File: config.mk
export PLATFORM = sky130hd
export DESIGN_NAME = mem_stage
export DESIGN_NICKNAME = d
export VERILOG_FILES = /design/src/rtl/core_pkg.sv /design/src/rtl/mem_handshake_fsm.sv /design/src/rtl/mem_stage.sv
export SDC_FILE = /design/constraint.sdc
export NUM_CORES = 1
export LEC_CHECK = 0
export ABC_AREA = 1
export ABC_CLOCK_PERIOD_IN_PS = 2400
export CELL_PAD_IN_SITES_DETAIL_PLACEMENT = 1
export CELL_PAD_IN_SITES_GLOBAL_PLACEMENT = 1
export CORE_AREA = 5 5 92 137
export DETAILED_ROUTE_END_ITERATION = 8
export DIE_AREA = 0 0 97 142
export PLACE_DENSITY = 0.83
export SLEW_MARGIN = 5
export SYNTH_ARGS = -nofsm -noshare
export SYNTH_HDL_FRONTEND = slang
export SYNTH_SLANG_ARGS = --single-unit
File: constraint.sdc
create_clock -name clk -period 2.4 [get_ports clk]
set_input_delay 0.24 -clock clk [delete_from_list [all_inputs] [get_ports clk]]
set_output_delay 0.24 -clock clk [all_outputs]
set_load 0.05 [all_outputs]
File: src/rtl/core_pkg.sv
// Shared core definitions: opcode encoding, default widths and the memory-stage state type.
// Used by decode, execute and the memory stage.
package core_pkg;

  localparam int DATA_W = 16;
  localparam int ADDR_W = 14;
  localparam int IDX_W  = 5;
  localparam int TGT_W  = 14;

  localparam logic [3:0] OP_NOP   = 4'd0;
  localparam logic [3:0] OP_ADD   = 4'd1;
  localparam logic [3:0] OP_SUB   = 4'd2;
  localparam logic [3:0] OP_AND   = 4'd3;
  localparam logic [3:0] OP_OR    = 4'd4;
  localparam logic [3:0] OP_XOR   = 4'd5;
  localparam logic [3:0] OP_NOT   = 4'd6;
  localparam logic [3:0] OP_SHL   = 4'd7;
  localparam logic [3:0] OP_SHR   = 4'd8;
  localparam logic [3:0] OP_CMP   = 4'd9;
  localparam logic [3:0] OP_JUMP  = 4'd10;
  localparam logic [3:0] OP_BEQ   = 4'd11;
  localparam logic [3:0] OP_BNE   = 4'd12;
  localparam logic [3:0] OP_LOAD  = 4'd13;
  localparam logic [3:0] OP_STORE = 4'd14;
  localparam logic [3:0] OP_MOV   = 4'd15;

  typedef enum logic {
    ST_IDLE = 1'b0,
    ST_WAIT = 1'b1
  } mem_state_e;

  function automatic logic is_mem_op(input logic [3:0] op);
    return (op == OP_LOAD) || (op == OP_STORE);
  endfunction

endpackage

File: src/rtl/mem_handshake_fsm.sv
// Data-memory req/ack handshake: IDLE/WAIT state, request registers and stall generation.
// Request fields are captured on entry to WAIT and held until the ack cycle.
module mem_handshake_fsm
  import core_pkg::*;
#(
  parameter int DATA_W = core_pkg::DATA_W,
  parameter int ADDR_W = core_pkg::ADDR_W
) (
  input  logic              clk,
  input  logic              rst,
  input  logic              i_is_mem,
  input  logic              i_is_store,
  input  logic [ADDR_W-1:0] i_addr,
  input  logic [DATA_W-1:0] i_wdata,
  input  logic              i_mem_ack,
  output logic              o_mem_req,
  output logic              o_mem_we,
  output logic [ADDR_W-1:0] o_mem_addr,
  output logic [DATA_W-1:0] o_mem_wdata,
  output logic              o_stall,
  output logic              o_busy,
  output logic              o_capture,
  output logic              o_done
);

  mem_state_e r_state;
  mem_state_e w_next_state;

  // NOTE: every output of this block is defaulted first so no path leaves one unassigned, which would infer a latch.
  always_comb begin
    w_next_state = r_state;
    o_stall      = 1'b0;
    o_capture    = 1'b0;
    o_done       = 1'b0;
    case (r_state)
      ST_IDLE: begin
        if (i_is_mem) begin
          o_stall      = 1'b1;
          o_capture    = 1'b1;
          w_next_state = ST_WAIT;
        end
      end
      ST_WAIT: begin
        o_stall = !i_mem_ack;
        if (i_mem_ack) begin
          o_done       = 1'b1;
          w_next_state = ST_IDLE;
        end
      end
      default: w_next_state = ST_IDLE;
    endcase
  end

  assign o_busy = (r_state == ST_WAIT);

  // NOTE: sequential state uses non-blocking assignments so all registers update together from pre-edge values.
  always_ff @(posedge clk or posedge rst) begin
    if (rst) begin
      r_state     <= ST_IDLE;
      o_mem_req   <= 1'b0;
      o_mem_we    <= 1'b0;
      o_mem_addr  <= '0;
      o_mem_wdata <= '0;
    end else begin
      r_state <= w_next_state;
      if (o_capture) begin
        o_mem_req   <= 1'b1;
        o_mem_we    <= i_is_store;
        o_mem_addr  <= i_addr;
        o_mem_wdata <= i_wdata;
      end else if (o_done) begin
        o_mem_req <= 1'b0;
      end
    end
  end

endmodule

File: src/rtl/mem_stage.sv
// Memory-access stage: issues LOAD/STORE through the handshake FSM and registers the
// writeback bundle and branch target with one cycle of latency.
module mem_stage
  import core_pkg::*;
#(
  parameter int DATA_W = core_pkg::DATA_W,
  parameter int ADDR_W = core_pkg::ADDR_W,
  parameter int IDX_W  = core_pkg::IDX_W
) (
  input  logic              clk,
  input  logic              rst,
  input  logic [3:0]        control_in,
  input  logic [DATA_W-1:0] alu_result_in,
  input  logic [DATA_W-1:0] reg2_in,
  input  logic [IDX_W-1:0]  dest_index_in,
  input  logic              write_en_in,
  input  logic [13:0]       target_in,
  output logic              mem_req,
  output logic              mem_we,
  output logic [ADDR_W-1:0] mem_addr,
  output logic [DATA_W-1:0] mem_wdata,
  input  logic [DATA_W-1:0] mem_rdata,
  input  logic              mem_ack,
  output logic              stall,
  output logic              wb_en,
  output logic [IDX_W-1:0]  wb_index,
  output logic [DATA_W-1:0] wb_data,
  output logic [13:0]       target_out
);

  logic w_is_mem;
  logic w_is_store;
  logic w_busy;
  logic w_capture;
  logic w_done;
  logic w_pass;

  logic             r_is_load;
  logic [IDX_W-1:0] r_dest_index;

  assign w_is_mem   = is_mem_op(control_in);
  assign w_is_store = (control_in == OP_STORE);
  assign w_pass     = !w_busy && !w_is_mem;

  mem_handshake_fsm #(
    .DATA_W (DATA_W),
    .ADDR_W (ADDR_W)
  ) u_fsm (
    .clk         (clk),
    .rst         (rst),
    .i_is_mem    (w_is_mem),
    .i_is_store  (w_is_store),
    .i_addr      (reg2_in[ADDR_W-1:0]),
    .i_wdata     (alu_result_in),
    .i_mem_ack   (mem_ack),
    .o_mem_req   (mem_req),
    .o_mem_we    (mem_we),
    .o_mem_addr  (mem_addr),
    .o_mem_wdata (mem_wdata),
    .o_stall     (stall),
    .o_busy      (w_busy),
    .o_capture   (w_capture),
    .o_done      (w_done)
  );

  // wb_en defaults to a bubble each cycle so it can only ever pulse for one cycle.
  always_ff @(posedge clk or posedge rst) begin
    if (rst) begin
      wb_en        <= 1'b0;
      wb_index     <= '0;
      wb_data      <= '0;
      target_out   <= '0;
      r_is_load    <= 1'b0;
      r_dest_index <= '0;
    end else begin
      wb_en <= 1'b0;
      if (w_pass) begin
        wb_en      <= write_en_in;
        wb_index   <= dest_index_in;
        wb_data    <= alu_result_in;
        target_out <= target_in;
      end else if (w_capture) begin
        r_is_load    <= (control_in == OP_LOAD);
        r_dest_index <= dest_index_in;
        target_out   <= '0;
      end else if (w_done && r_is_load) begin
        wb_en    <= 1'b1;
        wb_index <= r_dest_index;
        wb_data  <= mem_rdata;
      end
    end
  end

endmodule

==> run_summary.xml, run 1 <==
<?xml version="1.0" encoding="UTF-8"?>
<metrics>
  <group name="detailed_routing">
    <metric name="drt.antenna.violating_nets" unit="">0</metric>
    <metric name="drt_first_iter_violations" unit="">65</metric>
    <metric name="drt-vias-per-instance" unit="">4.62</metric>
    <metric name="drc_errors" unit="">0</metric>
    <metric name="drt-pass1-iter-count" unit="">4</metric>
    <metric name="wl_per_cell" unit="um">16.4</metric>
    <metric name="vias" unit="">3195</metric>
    <metric name="route.final.wire_length" unit="um">11400</metric>
  </group>
  <group name="synth">
    <metric name="synth_area_leaders" unit="">sky130_fd_sc_hd__dfrtp_1 57%, sky130_fd_sc_hd__nand2_1 23%, sky130_fd_sc_hd__nand4_1 4.2%</metric>
    <metric name="post_synthesis_cells" unit="">402</metric>
    <metric name="synth_top_cell_by_area" unit="">sky130_fd_sc_hd__dfrtp_1</metric>
    <metric name="synthTopCellsByCount" unit="">200 x sky130_fd_sc_hd__nand2_1, 75 x sky130_fd_sc_hd__dfrtp_1, 28 x sky130_fd_sc_hd__inv_1</metric>
    <metric name="synth_most_common_cell" unit="">sky130_fd_sc_hd__nand2_1</metric>
    <metric name="synth-async-reset-ratio" unit="">1.00</metric>
    <metric name="synth_cell_types" unit="">17</metric>
    <metric name="yosys_register_bits" unit="">75</metric>
    <metric name="postSynthAreaPerCell" unit="sq um">8.16</metric>
    <metric name="proportion_of_synthesized_chip_area_in_sequential_cells" unit="">0.572</metric>
    <metric name="post_synthesis_instance_area" unit="sq um">3280</metric>
    <metric name="postSynthNetCount" unit="">477</metric>
    <metric name="yosysTopAreaCellShare" unit="">0.572</metric>
    <metric name="synth_enable_flop_cells" unit="">0</metric>
    <metric name="yosys_most_used_dff" unit="">sky130_fd_sc_hd__dfrtp_1</metric>
    <metric name="ys_warn_count" unit="">0</metric>
  </group>
  <group name="timing">
    <metric name="setup_failing_eps_final" unit="">0</metric>
    <metric name="clock_period_minus_final_worst_setup_slack" unit="ns">2.23</metric>
    <metric name="hold_viol_final" unit="">0</metric>
    <metric name="fin_worst_skew" unit="ns">0.00548</metric>
    <metric name="final_max_slew_viol_count" unit="">0</metric>
    <metric name="finalCritPeriodShare" unit="">0.928</metric>
    <metric name="relSlewSlack" unit="">0.492</metric>
    <metric name="highest_clock_rate" unit="MHz">449</metric>
    <metric name="rsz0062_at_grt" unit="">false</metric>
    <metric name="worst_slew_pin_slew" unit="ns">0.762</metric>
    <metric name="fin_hold_ws" unit="ns">0.292</metric>
    <metric name="fin_tns_setup" unit="ns">0</metric>
  </group>
  <group name="setup_path">
    <metric name="path_depth" unit="">5</metric>
    <metric name="cpPeakStageDelay" unit="ns">0.67</metric>
    <metric name="critical-path-top-cell-by-count" unit="">sky130_fd_sc_hd__inv_2</metric>
    <metric name="path_class" unit="">flip-flop to output pin</metric>
    <metric name="critical-path-slowest-cell" unit="">sky130_fd_sc_hd__dfrtp_1</metric>
    <metric name="cp.buffers_inverters" unit="">3</metric>
    <metric name="critPathArrivalTime" unit="ns">1.99</metric>
    <metric name="timing.critical_path.required" unit="ns">2.16</metric>
    <metric name="top_fanout_value_on_the_critical_path" unit="">16</metric>
    <metric name="timing.reg2reg.worst_path_depth" unit="">6</metric>
    <metric name="critPathLaunchType" unit="">flip-flop</metric>
    <metric name="setup_crit_end_kind" unit="">output pin</metric>
    <metric name="cell_type_group_with_the_largest_total_delay_on_the_critical_path" unit="">flip-flops</metric>
    <metric name="crit_chain" unit="">inv_2 &gt; nand3_2 &gt; inv_2 &gt; nor2_1 &gt; buf_12</metric>
  </group>
  <group name="clock_tree">
    <metric name="cts.clk_slew.worst_paths" unit="ns">0.06</metric>
    <metric name="clk_latency" unit="ns">0.33</metric>
    <metric name="cts.path.max_buffers" unit="">2</metric>
    <metric name="cts.root.buffer_cell" unit="">sky130_fd_sc_hd__clkbuf_16</metric>
    <metric name="post-cts-setup-buffers" unit="">0</metric>
    <metric name="postCtsResizedCells" unit="">0</metric>
    <metric name="h_tree_depth_reported_by_cts" unit="">3</metric>
    <metric name="cts.sinks" unit="">75</metric>
    <metric name="total_clock_buffers_created_by_cts" unit="">9</metric>
    <metric name="cts_tree" unit="">done</metric>
    <metric name="post_cts_hold_buffer_count" unit="">0</metric>
  </group>
  <group name="power_and_ir_drop">
    <metric name="pwr_density_cell" unit="nW/um^2">1600</metric>
    <metric name="worst_ir_drop_vdd" unit="mV">0.763</metric>
    <metric name="leakage_power_summed_over_all_cells" unit="uW">0.00251</metric>
  </group>
  <group name="run">
    <metric name="maxCapViolCount" unit="">0</metric>
  </group>
  <group name="placement">
    <metric name="placedInstanceArea" unit="sq um">4840</metric>
    <metric name="numPlacedInstances" unit="">676</metric>
    <metric name="place.port_buffers" unit="">141</metric>
    <metric name="hpwl" unit="um">8480</metric>
    <metric name="place.gp.congestion" unit="">0.820</metric>
  </group>
  <group name="final_layout">
    <metric name="finish.cell_count_without_fillers" unit="">692</metric>
    <metric name="final_net_count" unit="">612</metric>
    <metric name="area_delta_synth_final" unit="%">56.7</metric>
    <metric name="finalCoreUtilization" unit="">0.453</metric>
    <metric name="fillerInstances" unit="">1325</metric>
    <metric name="layout-drive-gt1-share" unit="">0.0535</metric>
    <metric name="diodes" unit="">0</metric>
    <metric name="final_design_area_no_fill" unit="sq um">5140</metric>
  </group>
  <group name="floorplanning">
    <metric name="initial_utilization" unit="">0.289</metric>
    <metric name="num_io_pins" unit="">144</metric>
    <metric name="floorplan.die.height" unit="um">142</metric>
    <metric name="floorplan.core_area" unit="sq um">11400</metric>
    <metric name="die_ar" unit="sq um">13800</metric>
    <metric name="core.rowCount" unit="">48</metric>
    <metric name="die_width" unit="um">97</metric>
  </group>
  <group name="global_route">
    <metric name="grt_overflow_total" unit="">0</metric>
    <metric name="antenna_found_initial" unit="">0</metric>
    <metric name="grt_start_max_net_pins" unit="">76</metric>
    <metric name="first_global_vias" unit="">3539</metric>
    <metric name="groute.usage.overall" unit="">0.170</metric>
    <metric name="first_pass_grt_wire_length" unit="um">18500</metric>
  </group>
  <group name="min_path">
    <metric name="worstHoldPathType" unit="">input pin to asynchronous set/reset pin</metric>
  </group>
  <group name="outcome">
    <metric name="status" unit="">complete, no violations</metric>
  </group>
</metrics>
[worst register-to-register path: cells and delay by family (launching register included)]
| kind | cells | cell delay, ns |
|---|---|---|
| flops | 1 | 0.67 |
| buf+inv | 3 | 0.57 |
| simple gates | 3 | 0.54 |
[placed cells by master, fill, tap and decap left out]
cell type / instances
sky130_fd_sc_hd__inv_1: 27
sky130_fd_sc_hd__bufinv_16: 2
sky130_fd_sc_hd__o21ai_1: 11
sky130_fd_sc_hd__nand3_1: 22
sky130_fd_sc_hd__buf_12: 3
sky130_fd_sc_hd__clkbuf_16: 9
sky130_fd_sc_hd__clkbuf_1: 5
sky130_fd_sc_hd__nor2_2: 2
sky130_fd_sc_hd__o21ai_0: 11
sky130_fd_sc_hd__dfrtp_1: 75
sky130_fd_sc_hd__nand4_1: 22
sky130_fd_sc_hd__clkinv_2: 1
sky130_fd_sc_hd__nand3_2: 1
sky130_fd_sc_hd__nor2_1: 1
sky130_fd_sc_hd__buf_4: 5
sky130_fd_sc_hd__clkdlybuf4s50_1: 140
sky130_fd_sc_hd__nand2_2: 2
sky130_fd_sc_hd__nand2_1: 199
sky130_fd_sc_hd__inv_2: 3
sky130_fd_sc_hd__nand4_2: 1
[area by class of cell]
| type | instances | area, sq um | area share |
|---|---|---|---|
| repair buffers | 148 | 1500 | 0.292 |
| well taps | 150 | 188 | 0.0365 |
| clock inverters | 2 | 60.1 | 0.0117 |
| flip-flops and latches | 75 | 1880 | 0.365 |
| inverters | 31 | 118 | 0.0229 |
| multi-input cells | 272 | 1160 | 0.225 |
| clock buffers | 14 | 244 | 0.0475 |
[power breakdown]
part	internal, uW	total [uW]	switching [uW]
Clock	913	1410	494
Combinational	1440	4560	3120
Sequential	1880	2250	374
Total	4230	8220	3990
[state kept, by name (all words and copies together), names as in the netlist]
signal / flops
u_fsm.o_mem_addr: 14
wb_index: 5
u_fsm.o_busy: 1
r_dest_index: 5
r_is_load: 1
u_fsm.o_mem_req: 1
wb_data: 16
u_fsm.o_mem_wdata: 16
wb_en: 1
u_fsm.o_mem_we: 1
target_out: 14
[final timing paths]
path / startpoint / endpoint / slack (ns)
min in group clk: target_in[2] / target_out[2] / 0.44
max reg2reg: u_fsm.o_busy / u_fsm.o_mem_req / 0.51
min: rst / u_fsm.o_mem_addr[0] / 0.29
max: u_fsm.o_busy / stall / 0.17
min reg2reg: u_fsm.o_mem_addr[13] / u_fsm.o_mem_addr[13] / 0.47
max in group asynchronous: rst / u_fsm.o_mem_addr[5] / 1.73
[through the flow]
step / setup WS [ns] / total power [uW]
floorplan: 0.250 / 5160
finish: 0.174 / 8220
detailed placement: 0.481 / 6880
global route: 0.00737 / 8670
CTS: 0.134 / 8330
global placement: 0.508 / 6730
[metal layers]
| layer | vias to the layer above | global-route usage | wire length, um |
|---|---|---|---|
| li1 | 1525 | - | - |
| met3 | 17 | 0.0412 | 548 |
| met2 | 98 | 0.309 | 5930 |
| met1 | 1555 | 0.193 | 4640 |
| met5 | - | 0 | 0 |
| met4 | 0 | 0.0666 | 240 |
[logic make-up (layout without fill, tap and decap cells)]
logic type      after synthesis  in the layout  synth area share
simple gates                250            250             0.318
flops                        75             75             0.572
buf+inv                      55            195            0.0763
compound gates               22             22            0.0336
(Power assumes the default switching activity.)
==> run 2, diff against run 1 <==
--- a/config.mk
+++ b/config.mk
@@ -9,10 +9,11 @@
 export ABC_CLOCK_PERIOD_IN_PS = 2400
 export CELL_PAD_IN_SITES_DETAIL_PLACEMENT = 1
 export CELL_PAD_IN_SITES_GLOBAL_PLACEMENT = 1
-export CORE_AREA = 5 5 92 137
+export CORE_AREA = 5 5 77 114
 export DETAILED_ROUTE_END_ITERATION = 8
-export DIE_AREA = 0 0 97 142
-export PLACE_DENSITY = 0.83
+export DIE_AREA = 0 0 82 119
+export DONT_BUFFER_PORTS = 1
+export PLACE_DENSITY = 0.81
 export SLEW_MARGIN = 5
 export SYNTH_ARGS = -nofsm -noshare
 export SYNTH_HDL_FRONTEND = slang
==> run 2 against run 1 <==
Compared with the run above:
- first-iteration DRC count increased by 65%
- design area fell by 29%
- combinational power shrank 73%
- clock power is 6% lower
- worst setup slack better by 0.12 ns
- clock skew is 0.0014 ns lower
- fmax increased by 5.8%
- die area is 29% lower
- global-route usage increased by 3.8 points
- flip-flop and latch count did not move
- cell count decreased by 27%
- largest cell class unchanged
- count of clock-buffer cells in the layout unchanged
==> run_summary.xml, run 2 (synthesis results as in run 1) <==
<?xml version="1.0" encoding="UTF-8"?>
<metrics>
  <group name="setup_path">
    <metric name="ff2ff_setup_slack" unit="ns">0.56</metric>
    <metric name="timing.critical_path.required" unit="ns">2.16</metric>
    <metric name="critPathArrivalTime" unit="ns">1.86</metric>
    <metric name="top_fanout_value_on_the_critical_path" unit="">16</metric>
    <metric name="regToRegStartpoint" unit="">u_fsm.o_busy</metric>
    <metric name="critPathLaunchType" unit="">flip-flop</metric>
    <metric name="setup_crit_end_kind" unit="">output pin</metric>
    <metric name="startpoint" unit="">u_fsm.o_busy</metric>
    <metric name="path_class" unit="">flip-flop to output pin</metric>
    <metric name="timing.reg2reg.worst_path_depth" unit="">6</metric>
    <metric name="reg2reg_end" unit="">u_fsm.o_mem_req</metric>
  </group>
  <group name="detailed_routing">
    <metric name="vias" unit="">2656</metric>
    <metric name="wl_per_cell" unit="um">19.2</metric>
    <metric name="route.final.wire_length" unit="um">9690</metric>
    <metric name="drt.antenna.violating_nets" unit="">0</metric>
    <metric name="drt-pass1-iter-count" unit="">4</metric>
    <metric name="drc_errors" unit="">0</metric>
    <metric name="drt_first_iter_violations" unit="">107</metric>
    <metric name="drt-vias-per-instance" unit="">5.26</metric>
  </group>
  <group name="min_path">
    <metric name="min_to" unit="">target_out[11]</metric>
    <metric name="worstHoldPathType" unit="">input pin to flip-flop</metric>
    <metric name="min-delay-start" unit="">target_in[11]</metric>
    <metric name="hold_path_depth" unit="">2</metric>
  </group>
  <group name="clock_tree">
    <metric name="cts_tree" unit="">done</metric>
    <metric name="total_clock_buffers_created_by_cts" unit="">9</metric>
    <metric name="clk_latency" unit="ns">0.33</metric>
    <metric name="h_tree_depth_reported_by_cts" unit="">3</metric>
    <metric name="cts.root.buffer_cell" unit="">sky130_fd_sc_hd__clkbuf_16</metric>
    <metric name="cts.path.max_buffers" unit="">2</metric>
    <metric name="cts.clk_slew.worst_paths" unit="ns">0.05</metric>
    <metric name="cts.sinks" unit="">75</metric>
    <metric name="post-cts-setup-buffers" unit="">0</metric>
  </group>
  <group name="power_and_ir_drop">
    <metric name="leakage_power_summed_over_all_cells" unit="uW">0.00197</metric>
    <metric name="worst_ir_drop_vdd" unit="mV">0.705</metric>
    <metric name="pwr_density_cell" unit="nW/um^2">1880</metric>
  </group>
  <group name="final_layout">
    <metric name="final_net_count" unit="">474</metric>
    <metric name="final_cell_mix" unit="">199 x sky130_fd_sc_hd__nand2_1, 75 x sky130_fd_sc_hd__dfrtp_1, 27 x sky130_fd_sc_hd__inv_1</metric>
    <metric name="largest_registers" unit="">u_fsm.o_mem_wdata: 16 flops, wb_data: 16 flops</metric>
    <metric name="final_design_area_no_fill" unit="sq um">3650</metric>
    <metric name="area_delta_synth_final" unit="%">11.4</metric>
    <metric name="layout.cells.most_common" unit="">sky130_fd_sc_hd__nand2_1</metric>
    <metric name="layout-drive-gt1-share" unit="">0.0844</metric>
    <metric name="diodes" unit="">0</metric>
  </group>
  <group name="timing">
    <metric name="highest_clock_rate" unit="MHz">475</metric>
    <metric name="worst_slew_pin_slew" unit="ns">0.750</metric>
    <metric name="hold_viol_final" unit="">0</metric>
    <metric name="finalCritPeriodShare" unit="">0.877</metric>
    <metric name="setup_failing_eps_final" unit="">0</metric>
    <metric name="relSlewSlack" unit="">0.500</metric>
    <metric name="fin_worst_skew" unit="ns">0.00404</metric>
    <metric name="final_max_slew_viol_count" unit="">0</metric>
    <metric name="rsz0062_at_grt" unit="">false</metric>
    <metric name="post-route-worst-setup-slack" unit="ns">0.295</metric>
    <metric name="clock_period_minus_final_worst_setup_slack" unit="ns">2.10</metric>
    <metric name="fin_tns_setup" unit="ns">0</metric>
  </group>
  <group name="floorplanning">
    <metric name="die_width" unit="um">82</metric>
    <metric name="die_ar" unit="sq um">9760</metric>
    <metric name="num_io_pins" unit="">144</metric>
    <metric name="floorplan.die.height" unit="um">119</metric>
    <metric name="core.rowCount" unit="">39</metric>
    <metric name="initial_utilization" unit="">0.431</metric>
    <metric name="floorplan.core_area" unit="sq um">7610</metric>
  </group>
  <group name="placement">
    <metric name="place_worst_setup_slack" unit="ns">0.543</metric>
    <metric name="place.gp.congestion" unit="">0.767</metric>
    <metric name="place.port_buffers" unit="">0</metric>
    <metric name="placedInstanceArea" unit="sq um">3350</metric>
    <metric name="hpwl" unit="um">6970</metric>
  </group>
  <group name="run">
    <metric name="maxCapViolCount" unit="">0</metric>
  </group>
  <group name="global_route">
    <metric name="groute.usage.overall" unit="">0.208</metric>
    <metric name="first_global_vias" unit="">2974</metric>
    <metric name="first_pass_grt_wire_length" unit="um">15200</metric>
    <metric name="grt_start_max_net_pins" unit="">43</metric>
    <metric name="grt_overflow_total" unit="">0</metric>
    <metric name="antenna_found_initial" unit="">0</metric>
  </group>
  <group name="outcome">
    <metric name="status" unit="">complete, no violations</metric>
  </group>
</metrics>
## run 2: changes by cell type in the layout (fill, tap and decap cells not counted)
cell                              previous run  this run
sky130_fd_sc_hd__clkbuf_8                    0         5
sky130_fd_sc_hd__buf_12                      3         0
sky130_fd_sc_hd__bufinv_16                   2         0
sky130_fd_sc_hd__clkbuf_1                    5         0
sky130_fd_sc_hd__buf_4                       5         9
sky130_fd_sc_hd__clkdlybuf4s50_1           140         0
sky130_fd_sc_hd__dlygate4sd3_1               0         1
sky130_fd_sc_hd__clkinv_2                    1         2
## run 2: final cells by class
type                       instances  area, sq um
fill                             931         3960
sequential                        75         1880
multi-input combinational        272         1160
clock buffer                      14          294
tap                              102          128
inverter                          31          118
timing repair buffer              10         77.6
clock inverter                     1         5.00
## run 2: per-layer routing
| metal | vias to the layer above | wire (um) | GRT usage |
|---|---|---|---|
| li1 | 1240 | - | - |
| met1 | 1296 | 3510 | 0.224 |
| met2 | 106 | 5000 | 0.354 |
| met3 | 14 | 964 | 0.0816 |
| met4 | 0 | 215 | 0.0884 |
| met5 | - | 0 | 0 |
## run 2: per-stage QoR
| step | hold WS [ns] | utilization | std cells | total power (uW) |
|---|---|---|---|---|
| floorplan | 0.350 | - | 402 | 5160 |
| global placement | 0.245 | 0.440 | 489 | 5510 |
| detailed placement | 0.250 | 0.440 | 489 | 5610 |
| CTS | 0.00880 | 0.480 | 505 | 6960 |
| global route | 0.0180 | 0.480 | 505 | 7270 |
| finish | 0.0162 | 0.480 | 505 | 6880 |
## run 2: worst max-delay path by stage
stage                             to  slack [ns]
2_1_floorplan        r_dest_index[0]        0.25
3_3_place_gp         u_fsm.o_mem_req        0.60
3_5_place_dp   u_fsm.o_mem_wdata[15]        0.54
4_1_cts                        stall        0.27
5_1_grt                        stall        0.15
6_report                       stall        0.30
## run 2: where the power goes
part / switching [uW] / internal (uW) / total (uW)
sequential: 2490 / 1830 / 4320
clock: 492 / 833 / 1330
combinational: 813 / 420 / 1230
total: 3790 / 3090 / 6880
## run 2: what timing repair did
item / in CTS / in global routing
hold buffers: 1 / 0
endpoints found under the hold margin: 37 / 0
resized for setup: 0 / 0
## run 2: critical path: stages, from the launching register on
cell	delay [ns]
sky130_fd_sc_hd__dfrtp_1	0.68
sky130_fd_sc_hd__inv_2	0.22
sky130_fd_sc_hd__nand3_2	0.14
sky130_fd_sc_hd__inv_2	0.15
sky130_fd_sc_hd__nor2_1	0.13
sky130_fd_sc_hd__buf_4	0.22
==> run 3, diff against run 2 <==
--- a/config.mk
+++ b/config.mk
@@ -6,15 +6,17 @@
 export NUM_CORES = 1
 export LEC_CHECK = 0
 export ABC_AREA = 1
-export ABC_CLOCK_PERIOD_IN_PS = 2400
+export ABC_CLOCK_PERIOD_IN_PS = 1700
 export CELL_PAD_IN_SITES_DETAIL_PLACEMENT = 1
 export CELL_PAD_IN_SITES_GLOBAL_PLACEMENT = 1
-export CORE_AREA = 5 5 77 114
+export CORE_AREA = 5 5 80 119
 export DETAILED_ROUTE_END_ITERATION = 8
-export DIE_AREA = 0 0 82 119
+export DIE_AREA = 0 0 85 124
 export DONT_BUFFER_PORTS = 1
-export PLACE_DENSITY = 0.81
+export PLACE_DENSITY = 0.78
+export SETUP_SLACK_MARGIN = 0.15
 export SLEW_MARGIN = 5
 export SYNTH_ARGS = -nofsm -noshare
 export SYNTH_HDL_FRONTEND = slang
 export SYNTH_SLANG_ARGS = --single-unit
+export TNS_END_PERCENT = 10
==> constraint.sdc (replaced) <==
create_clock -name clk -period 1.7 [get_ports clk]
set_input_delay 0.17 -clock clk [delete_from_list [all_inputs] [get_ports clk]]
set_output_delay 0.17 -clock clk [all_outputs]
set_load 0.05 [all_outputs]
==> run 3 against run 2 <==
Compared with the run above:
- sequential share of layout area down 5.9 points
- non-clock buffer count increased by 47
- total power grew 44%
- flip-flop and latch count stayed put
- sequential power up 35%
- count of clock-buffer cells in the layout decreased by 2
- hold slack worse by 0.0015 ns
- via count increased by 7.4%
- combinational power rose by 85%
- first-iteration DRC count decreased by 11%
- register-to-register slack worse by 0.27 ns
- critical endpoint unchanged
- largest power group unchanged
- highest routed layer unchanged
==> run_summary.xml, run 3 (synthesis results as in run 1) <==
<?xml version="1.0" encoding="UTF-8"?>
<metrics>
  <group name="timing">
    <metric name="hold_viol_final" unit="">0</metric>
    <metric name="final_max_slew_viol_count" unit="">0</metric>
    <metric name="fin_hold_ws" unit="ns">0.0147</metric>
    <metric name="finalCritPeriodShare" unit="">0.870</metric>
    <metric name="highest_clock_rate" unit="MHz">676</metric>
    <metric name="clock_period_minus_final_worst_setup_slack" unit="ns">1.48</metric>
    <metric name="fin_worst_skew" unit="ns">0.00840</metric>
    <metric name="fin_tns_setup" unit="ns">0</metric>
    <metric name="worst_slew_pin_slew" unit="ns">0.543</metric>
    <metric name="relSlewSlack" unit="">0.638</metric>
    <metric name="rsz0062_at_grt" unit="">false</metric>
    <metric name="setup_failing_eps_final" unit="">0</metric>
  </group>
  <group name="clock_tree">
    <metric name="clk_latency" unit="ns">0.33</metric>
    <metric name="cts.path.max_buffers" unit="">2</metric>
    <metric name="total_clock_buffers_created_by_cts" unit="">9</metric>
    <metric name="cts.sinks" unit="">75</metric>
    <metric name="cts.root.buffer_cell" unit="">sky130_fd_sc_hd__clkbuf_16</metric>
    <metric name="cts_tree" unit="">done</metric>
    <metric name="cts.clk_slew.worst_paths" unit="ns">0.06</metric>
    <metric name="h_tree_depth_reported_by_cts" unit="">3</metric>
  </group>
  <group name="min_path">
    <metric name="worstHoldPathType" unit="">input pin to flip-flop</metric>
  </group>
  <group name="setup_path">
    <metric name="path_depth" unit="">5</metric>
    <metric name="ff2ff_setup_slack" unit="ns">0.29</metric>
    <metric name="crit_chain" unit="">inv_2 &gt; nand3_2 &gt; inv_2 &gt; nor2_2 &gt; buf_6</metric>
    <metric name="endpoint" unit="">stall</metric>
    <metric name="reg2reg_end" unit="">u_fsm.o_mem_addr[4]</metric>
    <metric name="critical-path-top-cell-by-count" unit="">sky130_fd_sc_hd__inv_2</metric>
    <metric name="cell_type_group_with_the_largest_total_delay_on_the_critical_path" unit="">flip-flops</metric>
    <metric name="path_class" unit="">flip-flop to output pin</metric>
    <metric name="startpoint" unit="">u_fsm.o_busy</metric>
    <metric name="critPathLaunchType" unit="">flip-flop</metric>
    <metric name="critPathArrivalTime" unit="ns">1.31</metric>
    <metric name="cpPeakStageDelay" unit="ns">0.40</metric>
    <metric name="regToRegStartpoint" unit="">u_fsm.o_busy</metric>
    <metric name="cp.buffers_inverters" unit="">3</metric>
    <metric name="top_fanout_value_on_the_critical_path" unit="">9</metric>
    <metric name="timing.critical_path.required" unit="ns">1.53</metric>
    <metric name="setup_crit_end_kind" unit="">output pin</metric>
    <metric name="timing.reg2reg.worst_path_depth" unit="">6</metric>
    <metric name="critical-path-slowest-cell" unit="">sky130_fd_sc_hd__dfrtp_1</metric>
  </group>
  <group name="final_layout">
    <metric name="final_net_count" unit="">521</metric>
    <metric name="diodes" unit="">0</metric>
    <metric name="layout-drive-gt1-share" unit="">0.0933</metric>
    <metric name="fillerInstances" unit="">985</metric>
    <metric name="total_area_of_multi_input_combinational_cells" unit="sq um">1160</metric>
    <metric name="layout.cells.most_common" unit="">sky130_fd_sc_hd__nand2_1</metric>
    <metric name="final_cell_mix" unit="">199 x sky130_fd_sc_hd__nand2_1, 75 x sky130_fd_sc_hd__dfrtp_1, 38 x sky130_fd_sc_hd__dlygate4sd3_1</metric>
    <metric name="sequential_cell_area" unit="sq um">1880</metric>
    <metric name="area_delta_synth_final" unit="%">25.9</metric>
    <metric name="largest_registers" unit="">u_fsm.o_mem_wdata: 16 flops, wb_data: 16 flops</metric>
  </group>
  <group name="detailed_routing">
    <metric name="drt.antenna.violating_nets" unit="">0</metric>
    <metric name="wl_per_cell" unit="um">17.9</metric>
    <metric name="drt-pass1-iter-count" unit="">4</metric>
    <metric name="drc_errors" unit="">0</metric>
    <metric name="route.final.wire_length" unit="um">9990</metric>
    <metric name="drt-vias-per-instance" unit="">5.12</metric>
    <metric name="vias" unit="">2853</metric>
    <metric name="drt_first_iter_violations" unit="">95</metric>
  </group>
  <group name="run">
    <metric name="maxCapViolCount" unit="">0</metric>
  </group>
  <group name="power_and_ir_drop">
    <metric name="share_comb_of_total_power" unit="">0.229</metric>
    <metric name="power.clock.fraction" unit="">0.182</metric>
    <metric name="leakage_power_summed_over_all_cells" unit="uW">0.00217</metric>
    <metric name="power_switching_share" unit="">0.544</metric>
    <metric name="pwr_density_cell" unit="nW/um^2">2400</metric>
    <metric name="worst_ir_drop_vdd" unit="mV">1.33</metric>
    <metric name="switchingPower" unit="uW">5400</metric>
    <metric name="power.sequential.fraction" unit="">0.589</metric>
    <metric name="p_int" unit="uW">4530</metric>
  </group>
  <group name="floorplanning">
    <metric name="initial_utilization" unit="">0.395</metric>
    <metric name="core.rowCount" unit="">41</metric>
    <metric name="floorplan.core_area" unit="sq um">8310</metric>
    <metric name="num_io_pins" unit="">144</metric>
    <metric name="floorplan.die.height" unit="um">124</metric>
    <metric name="die_ar" unit="sq um">10500</metric>
    <metric name="die_width" unit="um">85</metric>
  </group>
  <group name="global_route">
    <metric name="grt_start_max_net_pins" unit="">44</metric>
    <metric name="grt_overflow_total" unit="">0</metric>
    <metric name="groute.usage.overall" unit="">0.200</metric>
    <metric name="antenna_found_initial" unit="">0</metric>
    <metric name="first_pass_grt_wire_length" unit="um">16300</metric>
    <metric name="first_global_vias" unit="">3078</metric>
  </group>
  <group name="outcome">
    <metric name="status" unit="">complete, no violations</metric>
  </group>
  <group name="placement">
    <metric name="hpwl" unit="um">7060</metric>
    <metric name="place.port_buffers" unit="">0</metric>
    <metric name="place.gp.congestion" unit="">0.774</metric>
  </group>
</metrics>
## run 3: through the flow
stage,instances,utilization,setup WS [ns],total power (uW),cell area [sq um]
final,557,0.497,0.221,9930,4130
after global routing,557,0.497,0.154,10500,4130
after CTS,557,0.497,0.153,10000,4130
after detailed placement,504,0.417,0.311,8120,3470
after global placement,504,0.417,0.383,7970,3470
after floorplan,402,-,-0.0400,7280,3280
## run 3: per-layer routing
metal  vias to the layer above  global-route usage  routed length (um)
met1                      1379               0.224                3630
met4                         0              0.0713                 171
met2                       121               0.353                5350
met5                         -                   0                   0
met3                        14              0.0649                 843
li1                       1339                   -                   -
## run 3: repair_timing
item / 4_1_cts / 5_1_grt
endpoints found under the hold margin: 112 / 0
hold buffers: 38 / 0
buffers inserted: 0 / 0
pin swaps: 0 / 0
resized for setup: 1 / 1
setup endpoints to repair: 1 / 1
## run 3: worst reg2reg max path: stages, from the launching register on
cell and delay, ns:
sky130_fd_sc_hd__dfrtp_1 0.40, sky130_fd_sc_hd__inv_2 0.16, sky130_fd_sc_hd__nand4_1 0.17, sky130_fd_sc_hd__nand2_1 0.23, sky130_fd_sc_hd__buf_4 0.22, sky130_fd_sc_hd__nand2_1 0.08, sky130_fd_sc_hd__nand2_1 0.08
## run 3: worst min path at each step
stage	startpoint	to	slack (ns)	cells after the start
2_1_floorplan	target_in[0]	target_out[0]	0.28	2
3_3_place_gp	rst	u_fsm.o_mem_wdata[7]	0.19	2
3_5_place_dp	rst	u_fsm.o_mem_wdata[14]	0.19	2
4_1_cts	alu_result_in[0]	u_fsm.o_mem_wdata[0]	0.0009	2
5_1_grt	alu_result_in[0]	u_fsm.o_mem_wdata[0]	0.002	2
6_report	alu_result_in[11]	u_fsm.o_mem_wdata[11]	0.01	2
## run 3: power groups by stage
stage                     logic [uW]  clock network (uW)  registers, uW
after CTS                       2310                1870           5860
final                           2280                1810           5850
after global routing            2610                1950           5950
after detailed placement        2230                   0           5890
after global placement          2120                   0           5850
after floorplan                 1430                   0           5850
## run 3: area by class of cell
type / count / share of cell area
Sequential cell: 75 / 0.454
Clock buffer: 12 / 0.0573
Timing Repair Buffer: 57 / 0.137
Multi-Input combinational cell: 272 / 0.281
Tap cell: 107 / 0.0324
Clock inverter: 3 / 0.00969
Inverter: 31 / 0.0291
